==> src/rtl/nor_sweep_ctrl_pkg.sv <==
// Shared types and constants for the nor_1_bit self-test sequencer.
// Holds the state encoding, the NOR3 truth table and index widths.
package nor_sweep_ctrl_pkg;

  typedef enum logic [1:0] {
    ST_IDLE   = 2'd0,
    ST_SETTLE = 2'd1,
    ST_SAMPLE = 2'd2,
    ST_FINISH = 2'd3
  } state_e;

  localparam logic [7:0] NOR3_TRUTH = 8'h01;
  localparam int         IDX_W      = 3;
  localparam int         CNT_W      = 4;

endpackage

==> src/rtl/nor_sweep_ctrl_settle_timer.sv <==
// Loadable down-counter with a zero flag.
// Paces how long each vector is held on the cell before sampling.
module nor_sweep_ctrl_settle_timer
  import nor_sweep_ctrl_pkg::*;
(
  input  logic             clk,
  input  logic             rst,
  input  logic             load_i,
  input  logic [CNT_W-1:0] load_val_i,
  input  logic             dec_i,
  output logic             zero_o
);

  logic [CNT_W-1:0] cnt_q;
  logic [CNT_W-1:0] cnt_d;

  // Load wins over decrement; decrement stops at zero.
  always_comb begin
    cnt_d = cnt_q;
    if (load_i)
      cnt_d = load_val_i;
    else if (dec_i && cnt_q != '0)
      cnt_d = cnt_q - 1'b1;
  end

  // Counter register.
  always_ff @(posedge clk or posedge rst) begin
    if (rst) cnt_q <= '0;
    else     cnt_q <= cnt_d;
  end

  assign zero_o = (cnt_q == '0);

endmodule

==> src/rtl/nor_sweep_ctrl.sv <==
// Self-test sequencer for a 3-input NOR cell: sweeps all 8 inputs,
// samples the cell after a settle time and tallies mismatches.
module nor_sweep_ctrl
  import nor_sweep_ctrl_pkg::*;
#(
  parameter int         SETTLE_CYCLES = 2,
  parameter logic [7:0] EXPECTED      = NOR3_TRUTH
) (
  input  logic             clk,
  input  logic             rst,
  input  logic             start,
  input  logic             abort,
  input  logic             dut_x,
  output logic             drv_a,
  output logic             drv_b,
  output logic             drv_c,
  output logic             busy,
  output logic             done,
  output logic             pass,
  output logic [7:0]       result,
  output logic [3:0]       err_count,
  output logic [IDX_W-1:0] first_fail,
  output logic             fail_valid
);

  localparam logic [CNT_W-1:0] LOAD_VAL = CNT_W'(SETTLE_CYCLES - 1);

  state_e           state_q;
  logic [IDX_W-1:0] idx_q;
  logic [IDX_W-1:0] drv_q;
  logic             busy_q;
  logic             done_q;
  logic             pass_q;
  logic [7:0]       result_q;
  logic [3:0]       err_q;
  logic [IDX_W-1:0] ff_q;
  logic             fv_q;

  logic tmr_load_d;
  logic tmr_dec_d;
  logic tmr_zero;
  logic go_d;
  logic last_d;

  // Timer control: load on sweep start and on each advance to a new vector.
  always_comb begin
    go_d       = (state_q == ST_IDLE) && start && !abort;
    last_d     = (idx_q == IDX_W'(7));
    tmr_load_d = go_d ||
                 ((state_q == ST_SAMPLE) && !abort && !last_d);
    tmr_dec_d  = (state_q == ST_SETTLE) && !tmr_zero;
  end

  nor_sweep_ctrl_settle_timer u_timer (
    .clk        (clk),
    .rst        (rst),
    .load_i     (tmr_load_d),
    .load_val_i (LOAD_VAL),
    .dec_i      (tmr_dec_d),
    .zero_o     (tmr_zero)
  );

  // Sweep FSM with registered drive, status and result outputs.
  always_ff @(posedge clk or posedge rst) begin
    if (rst) begin
      state_q  <= ST_IDLE;
      idx_q    <= '0;
      drv_q    <= '0;
      busy_q   <= 1'b0;
      done_q   <= 1'b0;
      pass_q   <= 1'b0;
      result_q <= '0;
      err_q    <= '0;
      ff_q     <= '0;
      fv_q     <= 1'b0;
    end else begin
      done_q <= 1'b0;
      unique case (state_q)
        ST_IDLE: begin
          drv_q <= '0;
          if (go_d) begin
            idx_q    <= '0;
            result_q <= '0;
            err_q    <= '0;
            ff_q     <= '0;
            fv_q     <= 1'b0;
            pass_q   <= 1'b0;
            busy_q   <= 1'b1;
            state_q  <= ST_SETTLE;
          end
        end
        ST_SETTLE: begin
          if (abort) begin
            drv_q   <= '0;
            busy_q  <= 1'b0;
            state_q <= ST_IDLE;
          end else if (tmr_zero) begin
            state_q <= ST_SAMPLE;
          end
        end
        ST_SAMPLE: begin
          if (abort) begin
            drv_q   <= '0;
            busy_q  <= 1'b0;
            state_q <= ST_IDLE;
          end else begin
            result_q[idx_q] <= dut_x;
            if (dut_x != EXPECTED[idx_q]) begin
              err_q <= err_q + 4'd1;
              if (!fv_q) begin
                ff_q <= idx_q;
                fv_q <= 1'b1;
              end
            end
            if (last_d) begin
              done_q  <= 1'b1;
              state_q <= ST_FINISH;
            end else begin
              idx_q   <= idx_q + IDX_W'(1);
              drv_q   <= idx_q + IDX_W'(1);
              state_q <= ST_SETTLE;
            end
          end
        end
        ST_FINISH: begin
          busy_q  <= 1'b0;
          pass_q  <= (err_q == 4'd0);
          drv_q   <= '0;
          state_q <= ST_IDLE;
        end
        default: state_q <= ST_IDLE;
      endcase
    end
  end

  assign drv_a      = drv_q[2];
  assign drv_b      = drv_q[1];
  assign drv_c      = drv_q[0];
  assign busy       = busy_q;
  assign done       = done_q;
  assign pass       = pass_q;
  assign result     = result_q;
  assign err_count  = err_q;
  assign first_fail = ff_q;
  assign fail_valid = fv_q;

endmodule

==> config.mk <==
export PLATFORM = sky130hd
export DESIGN_NAME = nor_sweep_ctrl
export DESIGN_NICKNAME = d
export VERILOG_FILES = /design/src/rtl/nor_sweep_ctrl_pkg.sv /design/src/rtl/nor_sweep_ctrl_settle_timer.sv /design/src/rtl/nor_sweep_ctrl.sv
export SDC_FILE = /design/constraint.sdc
export NUM_CORES = 1
export LEC_CHECK = 0
export BUFFER_PORTS_ARGS = -buffer_cell sky130_fd_sc_hd__buf_2
export CAP_MARGIN = 10
export CORE_ASPECT_RATIO = 0.8
export CORE_MARGIN = 5
export CORE_UTILIZATION = 40
export DETAILED_ROUTE_END_ITERATION = 7
export PLACE_DENSITY = 0.61
export SLEW_MARGIN = 40
export SYNTH_ARGS = -nofsm -noshare
export SYNTH_HDL_FRONTEND = slang
export SYNTH_SLANG_ARGS = --single-unit
==> constraint.sdc <==
create_clock -name clk -period 2.45 [get_ports clk]
set_input_delay 0.3675 -clock clk [delete_from_list [all_inputs] [get_ports clk]]
set_output_delay 0.3675 -clock clk [all_outputs]
set_load 0.02 [all_outputs]
After elaboration in Yosys (flattened, before gate mapping)
Memory sizes are Yosys's and may differ from the RTL's.
Cells that the tools add are included.
{ "classes": {"addsub": 3, "multipliers": 0, "n_div": 0, "magnitude_cmp": 2, "n_eq_ne": 14, "n_shift": 0, "n_mux": 41, "bitwise_logic": 0, "reduce_logical": 28} }
{ "op_table": {"columns": ["op", "count"], "rows": [
  ["two-way mux 3 bit", 8],
  ["two-way mux 4 bit", 5],
  ["two-way mux 8 bit", 2],
  ["one-hot mux 8 bit (2 select lines)", 1],
  ["one-hot mux 3 bit (2 select lines)", 2],
  ["two-way mux 1 bit", 10],
  ["two-way mux 2 bit", 5],
  ["inequality test 2 bit, second input constant", 5],
  ["one-hot mux 3 bit (3 select lines)", 1],
  ["bitwise mux 8 bit", 1],
  ["logical NOT 4 bit", 2],
  ["one-hot mux 2 bit (4 select lines)", 1],
  ["one-hot mux 4 bit (2 select lines)", 1],
  ["AND reduction 2 bit", 4],
  ["AND reduction 4 bit", 2],
  ["logical AND 1 bit", 7],
  ["inequality test 3 bit, second input constant", 2],
  ["nonzero test 2 bit", 3],
  ["AND reduction 5 bit", 1],
  ["adder 4 x 1 -> 4 bit, second input constant", 1],
  ["== test 2 bit, second input constant", 2],
  ["less-than comparator 3 x 4 -> 1 bit, second input constant", 1],
  ["inequality test 2 x 1 -> 1 bit, second input constant", 2],
  ["one-hot mux 1 bit (2 select lines)", 2],
  ["14 further kinds", 17]
]} }
{ "totals": {"ff_bits": 31, "latchBits": 0, "mem_bits_rw": 0, "romBits": 8, "input_bits": 5, "output_inout_bits": 22, "word_cells": 100, "mem_count": 1} }
{ "mem_list": {"columns": ["name", "words", "word_bits", "rd", "rd_ports_with_merged_regs", "write_ports", "line", "text"], "rows": [
  ["(no name shown)", 8, 1, 1, 0, 0, "nor_sweep_ctrl.sv:108", "if (dut_x != EXPECTED[idx_q]) begin"]
]} }

Depth between registers and ports, before layout
{ "logic_depth": {"word_depth": 7, "depth_mapped": 8, "ltp_nobuf": 6} }

Modules after synthesis
A second synthesis with hierarchy kept.
{ "unflattened": {"cells_unflattened": 193, "hier_area_um2": 1820.5} }
{ "modules_own_cells": {"columns": ["mod", "n_inst", "cells_each", "area_per_inst_um2", "seq_area_each_um2"], "rows": [
  ["nor_sweep_ctrl", 1, 165, 1559.0, 675.6],
  ["nor_sweep_ctrl_settle_timer", 1, 28, 261.5, 100.1]
]} }

Worst setup path after synthesis
No wires, ideal clock.
{ "synth_timing": {"path_type": "register -> register", "from": "register idx_q[1]", "to": "register err_q[0] (netlist: err_count[0])", "setup_ps": 125, "arrival_ps": 1599, "required_time_ps": 2325, "path_slack_ps": 726, "stages_incl_launch_ff": 8, "path_buffers": 1, "synth_period_minus_slack_ps": 1724, "cell_sequence": "dfrtp_1 > clkbuf_1 > inv_1 > ha_1 > nor2b_1 > o21ai_0 > and2b_1 > mux2_2"} }
{ "synth_via": {"elab_chain_len": 5} }
{ "synth_rtl": {"columns": ["item", "line", "text"], "rows": [
  ["from (decl)", "nor_sweep_ctrl.sv:29", "logic [IDX_W-1:0] idx_q;"],
  ["from (signal assigned)", "nor_sweep_ctrl.sv:119", "idx_q <= idx_q + IDX_W'(1);"],
  ["memory read (8 x 1 bit)", null, null],
  ["two-way mux 1 bit (not written as such)", "nor_sweep_ctrl.sv:108", null],
  ["inequality test 1 bit", "nor_sweep_ctrl.sv:108", null],
  ["inequality test 2 x 1 -> 1 bit (no line)", null, null],
  ["AND reduction 4 bit (no line)", null, null],
  ["to (signal assigned)", "nor_sweep_ctrl.sv:109", "err_q <= err_q + 4'd1;"],
  ["to (decl)", "nor_sweep_ctrl.sv:35", "logic [3:0] err_q;"]
]} }
No other way between the ends. The select of a mux whose other input is x is not followed.
A chain may end at the register's enable or synchronous reset.

Worst setup path after layout
{ "layout_timing": {"from": "register state_q[0]", "to": "register ff_q[1] (netlist: first_fail[1])"} }
{ "layout_via": {"elab_chain_len": 5, "word_cells_on_any_way": 11, "classes_between": "5 x eq/ne; 1 x mux; 5 x reduce/logical"} }
{ "layout_rtl": {"columns": ["item", "line", "text"], "rows": [
  ["from (decl)", "nor_sweep_ctrl.sv:28", "state_e state_q;"],
  ["from (signal assigned)", "nor_sweep_ctrl.sv:66", "state_q <= ST_IDLE;"],
  ["from (signal assigned)", "nor_sweep_ctrl.sv:89", "state_q <= ST_SETTLE;"],
  ["from (signal assigned)", "nor_sweep_ctrl.sv:96", "state_q <= ST_IDLE;"],
  ["logical NOT 2 bit", "nor_sweep_ctrl.sv:47, nor_sweep_ctrl.sv:78", null],
  ["logical AND 1 bit (2 in series)", "nor_sweep_ctrl.sv:47", "go_d = (state_q == ST_IDLE) && start && !abort;"],
  ["inequality test 2 bit (no line)", null, null],
  ["AND reduction 5 bit (no line)", null, null],
  ["to (signal assigned)", "nor_sweep_ctrl.sv:111", "ff_q <= idx_q;"],
  ["to (decl)", "nor_sweep_ctrl.sv:36", "logic [IDX_W-1:0] ff_q;"]
]} }
Several ways; a longest one is shown, not always the timed one.

==> results_dict.tcl <==
set metrics [dict create \
    outcome "finished clean" \
    yosysTopAreaCellShare 0.442 \
    synth.area.top_cells "dfrtp_1 (44%), ha_1 (7.1%), o21ai_0 (6.3%)" \
    power_density_nw_per_um2 901 \
    period_needed_ns 2.12 \
    synth_cell_types 44 \
    cts_tree "yes" \
    grt_use_met3 0.0392 \
    synth_nets 191 \
    clock_power_share 0.238 \
    post_cts_resize_count 0 \
    worst-path-max-fanout 14 \
    min_path_type "primary input to async pin" \
    cts_root_buf "clkbuf_8" \
    die_w_um 84.1 \
    via_per_inst 5.21 \
    cts-buffers-inserted 5 \
    netlist_area_um2 1760 \
    cp-start-kind "flip-flop" \
    hpwl_um 2680 \
    max-vdd-ir-drop_mv 0.399 \
    combPwrFrac 0.390 \
    grt_max_degree 32 \
    grt_busiest_layer "met2" \
    ys_seq_elements 31 \
    path_class "flip-flop to flip-flop" \
    async_flop_share 1.00 \
    drtPass1Iterations 4 \
    setup_violations 0 \
    tns_ns 0 \
    timing.final.crit_share 0.867 \
    ys_warn_count 0 \
    worstPathRequired_ns 2.62 \
    slowest_stage "o2111ai_2" \
    io_pins 27 \
    rsz0062_at_grt "false" \
    postPlaceCellArea_um2 1930 \
    p_int_w 0.00113 \
    seqPwrFrac 0.372 \
    nets 219 \
    max_slew_margin 0.610 \
    die-area_um2 5820 \
    grtUsageMet1 0.188 \
    initial_utilization 0.418 \
    wire_per_inst_um 13.9 \
    grt_pass1_vias 1426 \
    grt_usage 0.137 \
    hold_viol 0 \
    maxCapViolCount 0 \
    cts.sink_count 31 \
    power_leakage_nw 0.962 \
    detail_route.drc_violations 0 \
    finalWorstSetupSlack_ns 0.325 \
    synth_edf_count 0 \
    drt-initial-drc-count 91 \
    drive_gt1_frac 0.224 \
    yosysMostFrequentCell "dfrtp_1" \
    finClkSkew_ns 0.00410 \
    finalMaxSlewViolations 0 \
    wl_um 3650 \
    synth-seq-area-share 0.442 \
    fp-row-count 21 \
    worst_setup_path_end_kind "flip-flop" \
    ant_nets 0 \
    critical-path-max-stage-delay_ns 0.52 \
    finish.instance_area_um2 2030 \
    synth_top_cell_by_area "dfrtp_1" \
    fmax_ghz 0.471 \
    clk_latency_ns 0.28 \
    place.gp.congestion 0.853 \
    grt_pass1_wl_um 6600 \
    holdBufCountCts 0 \
    syn_to_final_growth_pct 15.8 \
    grt-ovfl-total 0 \
    fin_hold_ws_ns 0.160 \
    die-height_um 69.3 \
    fp.coreArea_um2 4200 \
    dominantRegCellSynth "dfrtp_1" \
    worstMarginPinSlew_ns 0.585 \
    switching_power_w 0.000703 \
    finalPower_w 0.00183 \
    arrival_ns 2.29 \
    synthCells 176 \
    post_cts_buffers 0 \
    cts.clk_slew.worst_paths_ns 0.06 \
    grt_antenna_before_repair 0 \
    reg2reg_depth 6 \
    port-buffer-count 26 \
    num_antenna_cells 0 \
    cts_buffer_depth 2 \
    cts_max_level 2 \
    switching_share 0.384 \
    synth.avg_cell_area_um2 9.97 \
    yosys-top-cells-count "dfrtp_1 (31), o21ai_0 (22), nand2_1 (16)" \
    crit_chain "inv_1 -> ha_1 -> nand2b_1 -> o2111ai_2 -> o31ai_1 -> a22o_1" \
    place_ws_ns 0.318 \
    grtUsageMet2 0.204 \
    vias 1364 \
]
## per-layer routing
layer | part of all wire | vias to the layer above
li1 | - | 685
met1 | 0.50 | 655
met2 | 0.45 | 19
met3 | 0.043 | 5
met4 | 0.014 | 0
met5 | 0 | -
## worst paths after layout
path	to	slack, ns	startpoint
worst max-delay path	first_fail[1]$_DFFE_PP0P_	0.33	state_q[0]$_DFFE_PP0P_
worst min-delay path	pass$_DFFE_PP0P_	0.16	rst
worst max register to register	first_fail[1]$_DFFE_PP0P_	0.33	state_q[0]$_DFFE_PP0P_
worst min register to register	result[2]$_DFFE_PP0P_	0.51	result[2]$_DFFE_PP0P_
max in group asynchronous	drv_q[0]$_DFFE_PP0P_	2.00	rst
min in group clk	drv_q[2]$_DFFE_PP0P_	0.45	abort
## layout make-up
type / count / area, µm²
clock buffer: 8 / 100
fill: 404 / 2170
inverter: 12 / 45.0
multi-input combinational: 126 / 895
sequential: 31 / 776
tap: 57 / 71.3
timing repair buffer: 28 / 145
## power groups by stage
stage          Sequential, W  Clock, W  Combinational, W
2_1_floorplan       0.000708         0          0.000539
3_3_place_gp        0.000681         0          0.000693
3_5_place_dp        0.000688         0          0.000715
4_1_cts             0.000681  0.000446          0.000719
5_1_grt             0.000693  0.000467          0.000815
6_report            0.000681  0.000436          0.000713
## critical path, delay by kind of cell (launching register included)
family	cells	cell delay, ns
DFF	1	0.42
buffers and inverters	1	0.11
and+or+nand+nor	1	0.17
AOI/OAI and AO/OA	3	0.84
adders and majority gates	1	0.46
## sequential cells by signal, summed over array words and instances (netlist names)
name,flops
fail_valid,1
err_count,4
result,8
pass,1
state_q,2
done,1
u_timer.cnt_q,4
first_fail,3
busy,1
idx_q,3
drv_q,3
## metrics by stage
stage	utilization	cells
after floorplan	-	176
after global placement	0.460	254
after detailed placement	0.460	254
after CTS	0.483	262
after global routing	0.483	262
final	0.483	262
## cell families after synthesis
kind of cell	Yosys count	synth area share
fa+ha+maj	10	0.0713
buf+inv	19	0.0485
simple gates	51	0.155
xor+xnor	3	0.0150
flops	31	0.442
mux	3	0.0185
compound gates	59	0.250
## placed cells by master, fill, tap and decap left out, types with 2 or more instances in the layout
cell type and count:
inv_1 11, xor2_1 2, nor3_1 2, o21ai_0 22, nand2_1 16, o31ai_1 3
a21oi_1 6, a22o_1 6, buf_2 26, o211ai_1 2, nor2b_1 2, nand3_1 7
or2_2 2, clkbuf_8 7, nor2_1 8, nand2b_1 7, o31a_1 2, ha_1 10
dfrtp_1 31, buf_4 2, a21o_1 2, o21a_1 6
Note: power is estimated with default switching activity, not from simulation.
